==> config.mk <==
export PLATFORM = sky130hd
export DESIGN_NAME = universal_shift_reg
export DESIGN_NICKNAME = d
export VERILOG_FILES = /design/src/rtl/usr_pkg.sv /design/src/rtl/usr_cell.sv /design/src/rtl/universal_shift_reg.sv
export SDC_FILE = /design/constraint.sdc
export NUM_CORES = 1
export LEC_CHECK = 0
export BUFFER_PORTS_ARGS = -buffer_cell sky130_fd_sc_hd__clkbuf_2
export CELL_PAD_IN_SITES_DETAIL_PLACEMENT = 1
export CELL_PAD_IN_SITES_GLOBAL_PLACEMENT = 1
export CORE_MARGIN = 5
export CORE_UTILIZATION = 35
export CTS_CLUSTER_DIAMETER = 80
export DETAILED_ROUTE_END_ITERATION = 10
export GPL_TIMING_DRIVEN = 1
export HOLD_SLACK_MARGIN = 0.08
export PLACE_DENSITY_LB_ADDON = 0.1
export SLEW_MARGIN = 20
export SYNTH_ARGS = -nofsm -noshare
export SYNTH_HDL_FRONTEND = slang
export SYNTH_SLANG_ARGS = --single-unit
==> constraint.sdc <==
create_clock -name clk -period 1.7 [get_ports clk]
set_input_delay 0.17 -clock clk [delete_from_list [all_inputs] [get_ports clk]]
set_output_delay 0.17 -clock clk [all_outputs]
set_load 0.02 [all_outputs]
==> src/rtl/usr_pkg.sv <==
// Shared types for the universal shift register: operation-select encoding and its width.
package usr_pkg;

  localparam int USR_MODE_W = 2;

  typedef enum logic [USR_MODE_W-1:0] {
    USR_HOLD = 2'b00,
    USR_SHR  = 2'b01,
    USR_SHL  = 2'b10,
    USR_LOAD = 2'b11
  } usr_mode_t;

endpackage

==> src/rtl/usr_cell.sv <==
// One register bit: hold / take upper neighbour / take lower neighbour / load, with registered complement.
// Latency one clk; no backpressure, en=0 freezes the bit.
module usr_cell
  import usr_pkg::*;
(
  input  logic      clk,
  input  logic      rst_n,
  input  logic      en,
  input  usr_mode_t mode,
  input  logic      from_hi,
  input  logic      from_lo,
  input  logic      d,
  output logic      q,
  output logic      qb
);

  logic q_d;
  logic q_q;
  logic qb_q;

  always_comb begin
    q_d = q_q;
    if (en) begin
      case (mode)
        USR_SHR:  q_d = from_hi;
        USR_SHL:  q_d = from_lo;
        USR_LOAD: q_d = d;
        default:  q_d = q_q;
      endcase
    end
  end

  // Complement is a second flop fed from the same next-state, so it can never diverge from q.
  always_ff @(posedge clk) begin
    if (!rst_n) begin
      q_q  <= 1'b0;
      qb_q <= 1'b1;
    end else begin
      q_q  <= q_d;
      qb_q <= ~q_d;
    end
  end

  assign q  = q_q;
  assign qb = qb_q;

endmodule

==> src/rtl/universal_shift_reg.sv <==
// WIDTH-bit universal register (hold/shr/shl/load) with shift-frame counter; one clk latency, en=0 stalls all state.
// Optional rotate-on-shift when USR_ROTATE_EN is defined; otherwise rotate is ignored and si fills.
module universal_shift_reg
  import usr_pkg::*;
#(
  parameter int WIDTH = 4,
  parameter int CNT_W = $clog2(WIDTH + 1)
) (
  input  logic                  clk,
  input  logic                  rst_n,
  input  logic                  en,
  input  logic [USR_MODE_W-1:0] mode,
  input  logic [WIDTH-1:0]      d,
  input  logic                  si,
  input  logic                  rotate,
  output logic [WIDTH-1:0]      q,
  output logic [WIDTH-1:0]      qb,
  output logic                  so,
  output logic [CNT_W-1:0]      shift_cnt,
  output logic                  frame_done
);

  localparam logic [CNT_W-1:0] LAST_CNT = CNT_W'(WIDTH - 1);

  usr_mode_t        mode_e;
  logic             fill_r;
  logic             fill_l;
  logic [WIDTH-1:0] shr_src;
  logic [WIDTH-1:0] shl_src;
  logic             shift_ev;
  logic [CNT_W-1:0] cnt_d;
  logic [CNT_W-1:0] cnt_q;
  logic             frame_done_d;
  logic             frame_done_q;

  assign mode_e = usr_mode_t'(mode);

`ifdef USR_ROTATE_EN
  assign fill_r = rotate ? q[0]       : si;
  assign fill_l = rotate ? q[WIDTH-1] : si;
`else
  logic rotate_unused;
  assign rotate_unused = rotate;
  assign fill_r = si;
  assign fill_l = si;
`endif

  assign shr_src = {fill_r, q[WIDTH-1:1]};
  assign shl_src = {q[WIDTH-2:0], fill_l};

  for (genvar i = 0; i < WIDTH; i++) begin : g_cell
    usr_cell u_cell (
      .clk     (clk),
      .rst_n   (rst_n),
      .en      (en),
      .mode    (mode_e),
      .from_hi (shr_src[i]),
      .from_lo (shl_src[i]),
      .d       (d[i]),
      .q       (q[i]),
      .qb      (qb[i])
    );
  end

  assign shift_ev = en && ((mode_e == USR_SHR) || (mode_e == USR_SHL));

  always_comb begin
    cnt_d        = cnt_q;
    frame_done_d = 1'b0;
    if (en && (mode_e == USR_LOAD)) begin
      cnt_d = '0;
    end else if (shift_ev) begin
      if (cnt_q == LAST_CNT) begin
        cnt_d        = '0;
        frame_done_d = 1'b1;
      end else begin
        cnt_d = cnt_q + 1'b1;
      end
    end
  end

  always_ff @(posedge clk) begin
    if (!rst_n) begin
      cnt_q        <= '0;
      frame_done_q <= 1'b0;
    end else begin
      cnt_q        <= cnt_d;
      frame_done_q <= frame_done_d;
    end
  end

  // so previews the bit the next right/left shift will push out.
  assign so         = (mode_e == USR_SHR) ? q[0] : q[WIDTH-1];
  assign shift_cnt  = cnt_q;
  assign frame_done = frame_done_q;

endmodule

==> results of run 1 <==
-- report_power, final --
group / switching (mW) / total, mW / internal, mW
registers: 0.0114 / 0.309 / 0.298
logic: 0.0694 / 0.113 / 0.0436
clock network: 0.0970 / 0.227 / 0.130
-- kinds of logic (layout without fill, tap and decap cells) --
kind of cell,after synthesis,in the layout,synth area share
AND/OR/NAND/NOR,9,9,0.07758
adder cells (fa/ha/maj),5,5,0.1048
multiplexers,1,1,0.01887
buffers and inverters,13,29,0.1467
AO/OA/AOI/OAI,21,21,0.2495
flip-flops,12,12,0.4025
-- stage by stage --
step,setup WS (ns),instance area (um2)
final,0.4143,688.2
after global routing,0.3409,688.2
after detailed placement,0.3042,651.9
after floorplan,0.6534,596.8
after CTS,0.4002,688.2
after global placement,0.3422,651.9
-- metal layers --
metal,wire [um],share of wire
met2,595,0.47
met1,597,0.47
met3,61,0.048
met5,0,0
met4,10,0.0079
-- Yosys cell counts --
master	instances	area [um2]
sky130_fd_sc_hd__a21oi_1	5	25.02
sky130_fd_sc_hd__nand3_1	2	10.01
sky130_fd_sc_hd__ha_1	5	62.56
sky130_fd_sc_hd__dfxtp_1	12	240.2
sky130_fd_sc_hd__nand3b_1	1	7.510
sky130_fd_sc_hd__a21o_1	5	37.54
sky130_fd_sc_hd__a222oi_1	4	40.04
sky130_fd_sc_hd__buf_2	1	5.000
sky130_fd_sc_hd__o21ai_0	4	20.02
sky130_fd_sc_hd__o41ai_2	1	16.27
sky130_fd_sc_hd__nand2_1	3	11.26
sky130_fd_sc_hd__and2b_1	1	7.510
sky130_fd_sc_hd__nor2_1	1	3.750
sky130_fd_sc_hd__nor2b_1	1	6.260
sky130_fd_sc_hd__mux2_2	1	11.26
sky130_fd_sc_hd__buf_6	1	11.26
sky130_fd_sc_hd__inv_1	3	11.26
sky130_fd_sc_hd__o21ai_1	2	10.01
sky130_fd_sc_hd__buf_4	8	60.06
-- worst paths after layout --
| check | start | endpoint | slack (ns) | cells past startpoint |
|---|---|---|---|---|
| worst max-delay path | mode[1] | so | 0.41 | 5 |
| worst min-delay path | en | shift_cnt[2] | 0.11 | 2 |
| worst max register to register | shift_cnt[0] | frame_done | 0.69 | 4 |
| worst min register to register | shift_cnt[2] | shift_cnt[2] | 0.45 | 2 |
-- worst register-to-register path: stages (launching register included) --
cell and delay (ns):
sky130_fd_sc_hd__dfxtp_1 0.40, sky130_fd_sc_hd__ha_1 0.18, sky130_fd_sc_hd__nor2b_1 0.22, sky130_fd_sc_hd__nand2_1 0.08, sky130_fd_sc_hd__nor2_1 0.08
-- cell type report --
cell class	count	area, um2	share of cell area
well taps	17	21.27	0.03091
flip-flops and latches	12	240.2	0.3491
repair buffers	22	110.1	0.1600
inverters	3	11.26	0.01636
clock buffers	4	36.28	0.05273
multi-input cells	36	269.0	0.3909
==> metrics.sh, run 1 <==
RUN_STATUS='completed'
GRT_PASS1_VIAS=525
AVGROUTEDWIREPERCELL_UM=13.46
DIE_AREA_UM2=2631
FINAL_LAYOUT_SETUP_TOTAL_NEGATIVE_SLACK_NS=0
PERIOD_NEEDED_NS=1.286
GRT_FIRST_PASS_WIRELENGTH_MM=2.173
WORST-ENDPOINT-REQUIRED_NS=1.53
GLOBAL_ROUTE.USAGE.MET2=0.1738
FIN_CRIT_SH=0.7563
INITIAL_CORE_UTIL=0.3573
NUM-NETS-FINAL=94
WORST_SLEW_PIN_SLEW_NS=0.4273
SETUP_VIOL_COUNT_FINAL=0
POST-DP-HPWL_UM=992.6
TRITONCTS.NUM_BUFFERS=3
HOLDCRITPATHCLASS='in -> reg'
OVERFLOW_LEFT_AFTER_GLOBAL_ROUTING=0
GLOBALROUTE.BUSIESTLAYER='met2'
DRV_SLEW=0
WORST_PATH_LARGEST_CELL_DELAY_NS=0.37
TOTAL_VIA_COUNT_IN_THE_ROUTED_DESIGN=498
SYNTH_FP_NETS=77
CLOCK_TREE_FROM_TRITONCTS='built'
P_PER_AREA_nW_PER_UM2=943.1
TIMING.CRITICAL_PATH.FROM_TYPE='primary input'
DPL.CELL_COUNT=90
VIAS_PER_CELL=5.298
CRIT_TYPE='in -> out'
LAYOUTNONFILLERINSTCOUNT=94
MOSTFREQUENTLAYOUTCELLS='sky130_fd_sc_hd__clkbuf_2, sky130_fd_sc_hd__dfxtp_1, sky130_fd_sc_hd__a21o_1, sky130_fd_sc_hd__a21oi_1, sky130_fd_sc_hd__ha_1'
GRT_USAGE=0.1136
DRT-TOTAL-WL_MM=1.265
CORE.ROWCOUNT=15
DIE-HEIGHT_UM=51.30
ANTENNADIODECOUNT=0
YOSYSUNIQUECELLTYPES=19
POWER.IR.VDD_WORST_mV=0.4207
WORSTPATHMAXFANOUT=5
MAXCAPVIOLATIONS=0
TIMING.CLOCK.SKEW_NS=0.001581
POST_CTS_RESIZED=0
IO_BUFFER_COUNT=22
HOLDBUFCOUNTCTS=0
CELL_CHOSEN_FOR_THE_CLOCK_ROOT='sky130_fd_sc_hd__clkbuf_4'
SYNTH.YOSYS.WARNINGS=0
FIRSTDRTPASSITERS=4
YS_FF_LATCH=12
DETAIL_ROUTE.ITER0.VIOLATIONS=14
SYNTH_AREA_PER_CELL_UM2=9.784
HOLD_WS_NS=0.1111
MET1_USAGE=0.1396
AREA_DELTA_SYNTH_FINAL_PCT=15.30
PATH_COMMON_CELL='sky130_fd_sc_hd__clkbuf_2'
DETAIL-ROUTE-ANTENNA-NETS=0
GP_CONGESTION=0.7678
MET3_DEMAND_TO_CAPACITY_SHARE_IN_GLOBAL_ROUTING=0.03499
FINAL_COMMON_CELL='sky130_fd_sc_hd__clkbuf_2'
TIMING_HOLD_VIOLATIONS_FINAL=0
GRT_MAX_DEGREE=13
SEQ_AREA_FRAC_SYNTH=0.4025
STATIC-LEAKAGE-POWER_nW=0.3455
CRITICAL_PATH_ARRIVAL_NS=1.12
FINALCOREUTILIZATION=0.4120
DIE-WIDTH_UM=51.30
INITIAL_ANTENNA_VIOLATION_COUNT=0
TIMING.MAX_SLEW.REL_SLACK=0.7152
REPORT.POWER.TOTAL_mW=0.6490
CRITICAL_PATH_CELL_BY_CELL='clkbuf_2, inv_1, ha_1, mux2_2, clkbuf_2'
FMAXACHIEVABLE_GHz=0.7778
CP_SLOWEST_CELL='sky130_fd_sc_hd__mux2_2'
CORE_REGION_AREA_UM2=1670
PIN_COUNT=24
DRC_ERRORS=0
CTS_BUFFER_DEPTH=2
LAYOUT-DRIVE-GT1-SHARE=0.3636
RSZ0062_AT_GRT='no'
CTS.CLK_SLEW.WORST_PATHS_NS=0.08
CRITICAL_PATH.ENDPOINT_TYPE='primary output'
CP.BUFFERS_INVERTERS=3
SYN_INST=61
N_FILL_CELL=212
CLK-INSERTION-DELAY-LATE_NS=0.27
CTS-HTREE-LEVELS=1
CRITPATHTOPFAMILY='multiplexers'
POST_SYNTH_INSTANCE_AREA_UM2=596.8
CTS_SINKS=12
CTS_SETUP_BUFFERS=0
No activity file was read; power rests on OpenSTA's default activity.
==> run 2: changes to the inputs <==
--- a/config.mk
+++ b/config.mk
@@ -8,8 +8,9 @@
 export BUFFER_PORTS_ARGS = -buffer_cell sky130_fd_sc_hd__clkbuf_2
 export CELL_PAD_IN_SITES_DETAIL_PLACEMENT = 1
 export CELL_PAD_IN_SITES_GLOBAL_PLACEMENT = 1
+export CORE_ASPECT_RATIO = 0.7
 export CORE_MARGIN = 5
-export CORE_UTILIZATION = 35
+export CORE_UTILIZATION = 30
 export CTS_CLUSTER_DIAMETER = 80
 export DETAILED_ROUTE_END_ITERATION = 10
 export GPL_TIMING_DRIVEN = 1
==> constraint.sdc (replaced) <==
create_clock -name clk -period 1.1 [get_ports clk]
set_input_delay 0.11 -clock clk [delete_from_list [all_inputs] [get_ports clk]]
set_output_delay 0.11 -clock clk [all_outputs]
set_load 0.02 [all_outputs]
==> run 2 against run 1 <==
  * The run now ends with setup timing left
  * Clock-buffer cell count stayed put
  * Design area up 13%
  * Worst hold slack improved by 0.067 ns
  * Critical path depth down 3
  * Worst setup slack worse by 0.46 ns
  * Cell count up 14%
  * Sequential share of layout area fell by 3.4 points
  * Clock skew up 0.0049 ns
  * Clock power grew 58%
  * Utilization up 0.41 points
==> metrics.sh, run 2 (synthesis results as in run 1) <==
WORSTPATHMAXFANOUT=4  # -1
CORE_REGION_AREA_UM2=1871  # +12%
CLK-INSERTION-DELAY-LATE_NS=0.28  # about the same
TIMING.MAX_SLEW.REL_SLACK=0.7272  # +0.01204
WORST-ENDPOINT-REQUIRED_NS=0.99  # -0.54 ns
MET3_DEMAND_TO_CAPACITY_SHARE_IN_GLOBAL_ROUTING=0.05981  # +0.02482
WORST_SLEW_PIN_SLEW_NS=0.4092  # -0.01806 ns
TIMING.CLOCK.SKEW_NS=0.006498  # +0.004918 ns
RSZ0062_AT_GRT='yes'
CRITICAL_PATH.ENDPOINT_TYPE='primary output'
DPL.CELL_COUNT=102  # +13%
IO_BUFFER_COUNT=22  # unchanged
FINAL_COMMON_CELL='sky130_fd_sc_hd__clkbuf_2'
FIN_CRIT_SH=1.037
POWER.IR.VDD_WORST_mV=0.8016  # +91%
LAYOUT-DRIVE-GT1-SHARE=0.4471  # +0.08342
LAYOUT_CELL_AREA_EXCL_FILL_UM2=778.2  # +13%
INITIAL_CORE_UTIL=0.3191  # -0.03824
FINAL_LAYOUT_SETUP_TOTAL_NEGATIVE_SLACK_NS=-0.04122  # -0.04122 ns
GRT_PASS1_VIAS=505  # -3.8%
N_FILL_CELL=225  # +6.1%
CLOCK_TREE_FROM_TRITONCTS='built'
GRT_USAGE=0.1089  # -0.004698
PATH_DEPTH=2  # -3
DRC_ERRORS=0  # unchanged
FIRSTDRTPASSITERS=4  # unchanged
CTS_BUFFER_DEPTH=2  # unchanged
MOSTFREQUENTLAYOUTCELLS='sky130_fd_sc_hd__clkbuf_2, sky130_fd_sc_hd__dfxtp_1, sky130_fd_sc_hd__buf_4'
DIE-WIDTH_UM=63.31  # +23%
AVGROUTEDWIREPERCELL_UM=14.07  # +4.6%
MET1_USAGE=0.1315  # -0.008034
REG2REG_DEPTH=2  # -2
TOTAL_VIA_COUNT_IN_THE_ROUTED_DESIGN=523  # +5.0%
TIMING_HOLD_VIOLATIONS_FINAL=0  # unchanged
FINALCOREUTILIZATION=0.4161  # +0.004069
GRT_MAX_DEGREE=11  # -2
GP_CONGESTION=0.7320  # -4.7%
INITIAL_ANTENNA_VIOLATION_COUNT=0  # unchanged
NUM-NETS-FINAL=102  # +8.5%
CTS.CLK_SLEW.WORST_PATHS_NS=0.08  # about the same
SETUP_VIOL_COUNT_FINAL=1  # +1
DETAIL-ROUTE-ANTENNA-NETS=0  # unchanged
DIE-HEIGHT_UM=47.32  # -7.8%
HOLDCRITPATHCLASS='in -> reg'
ANTENNADIODECOUNT=0  # unchanged
RUN_STATUS='finished, violations left'
LAYOUT.AREA.SEQ_UM2=245.2  # +2.1%
GLOBAL_ROUTE.USAGE.MET2=0.1738  # about the same
MULTIINPUTGATEAREA_UM2=275.3  # +2.3%
GLOBALROUTE.BUSIESTLAYER='met2'
CRIT_TYPE='reg -> out'
FMAXACHIEVABLE_GHz=0.8763
CRITICAL_PATH_ARRIVAL_NS=1.03  # -0.09 ns
PIN_COUNT=24  # unchanged
DIE_AREA_UM2=2996  # +14%
VIAS_PER_CELL=4.888  # -7.7%
WORST-R2R-SETUP-SLACK_NS=0.06  # -0.63 ns
TIMING.CRITICAL_PATH.TO='so'
DRT-TOTAL-WL_MM=1.506  # +19%
TIMING.CRITICAL_PATH.FROM_TYPE='flip-flop'
DETAIL_ROUTE.ITER0.VIOLATIONS=17  # +3
OVERFLOW_LEFT_AFTER_GLOBAL_ROUTING=0  # unchanged
CORE.ROWCOUNT=13  # -2
MAXCAPVIOLATIONS=0  # unchanged
AREA_DELTA_SYNTH_FINAL_PCT=30.40
CP.BUFFERS_INVERTERS=1  # -2
CRITPATHTOPFAMILY='flip-flops'
STATIC-LEAKAGE-POWER_nW=0.3892  # +13%
CELL_CHOSEN_FOR_THE_CLOCK_ROOT='sky130_fd_sc_hd__clkbuf_4'
LAYOUTNONFILLERINSTCOUNT=107  # +14%
CP_SLOWEST_CELL='sky130_fd_sc_hd__dfxtp_4'
DPL-INSTANCE-AREA_UM2=710.7  # +9.0%
DRV_SLEW=0  # unchanged
TRITONCTS.NUM_BUFFERS=3  # unchanged
WORST_PATH_LARGEST_CELL_DELAY_NS=0.36  # about the same
GRT_FIRST_PASS_WIRELENGTH_MM=2.387  # +9.8%
HOLD_WC_STARTPOINT='rst_n'
POST-DP-HPWL_MM=1.213  # +22%
CRITICAL_PATH_CELL_BY_CELL='mux2_4, buf_8'
CTS-HTREE-LEVELS=1  # unchanged
CTS_SINKS=12  # unchanged
PERIOD_NEEDED_NS=1.141
P_PER_AREA_nW_PER_UM2=1352  # +43%
VIOLATED_CHECKS='setup timing'
FINALWORSTSETUPSLACK_NS=-0.04122  # -0.4555 ns
-- run 2: repair_timing --
item                       CTS  global route
buffers inserted             0             1
gates cloned                 0             0
hold endpoints to repair     1             0
hold buffers                 1             0
gates resized for setup      5             3
setup endpoints to repair    1             1
-- run 2: stage by stage --
stage / setup slack (ns) / hold slack [ns] / power (mW)
floorplan: 0.05339 / 0.1976 / 0.6317
global route: -0.06903 / 0.1670 / 1.108
finish: -0.04122 / 0.1778 / 1.052
detailed placement: -0.1358 / 0.3422 / 0.6919
CTS: -0.05560 / 0.1608 / 1.061
global placement: -0.1121 / 0.3370 / 0.6884
-- run 2: worst min-delay path by stage --
stage	depth (start not counted)	to
global placement	2	shift_cnt[2]
global route	3	shift_cnt[2]
detailed placement	2	shift_cnt[2]
CTS	3	flip-flop
finish	3	shift_cnt[2]
floorplan	1	shift_cnt[2]
-- run 2: report_power, final --
part           leakage, nW  switching [mW]  internal, mW
registers           0.0996          0.0170         0.460
logic                0.269           0.117        0.0985
clock network       0.0210           0.158         0.201
total                0.389           0.292         0.760
-- run 2: layout make-up --
cell class / instances / share of cell area
clock buffers: 4 / 0.04662
inverters: 3 / 0.01447
multi-input cells: 36 / 0.3537
flip-flops and latches: 12 / 0.3151
well taps: 22 / 0.03537
repair buffers: 30 / 0.2347
-- run 2: metal layers --
metal | vias to the layer above | share of wire | wire length (um)
li1 | 260 | - | -
met1 | 245 | 0.50 | 749
met2 | 16 | 0.43 | 655
met3 | 2 | 0.060 | 90
met4 | 0 | 0.0066 | 10
met5 | - | 0 | 0
-- run 2: tightest hold or removal path, cell delays in order --
cell and delay, ns:
sky130_fd_sc_hd__clkbuf_2 0.17, sky130_fd_sc_hd__nand2_1 0.10, sky130_fd_sc_hd__a21oi_1 0.04
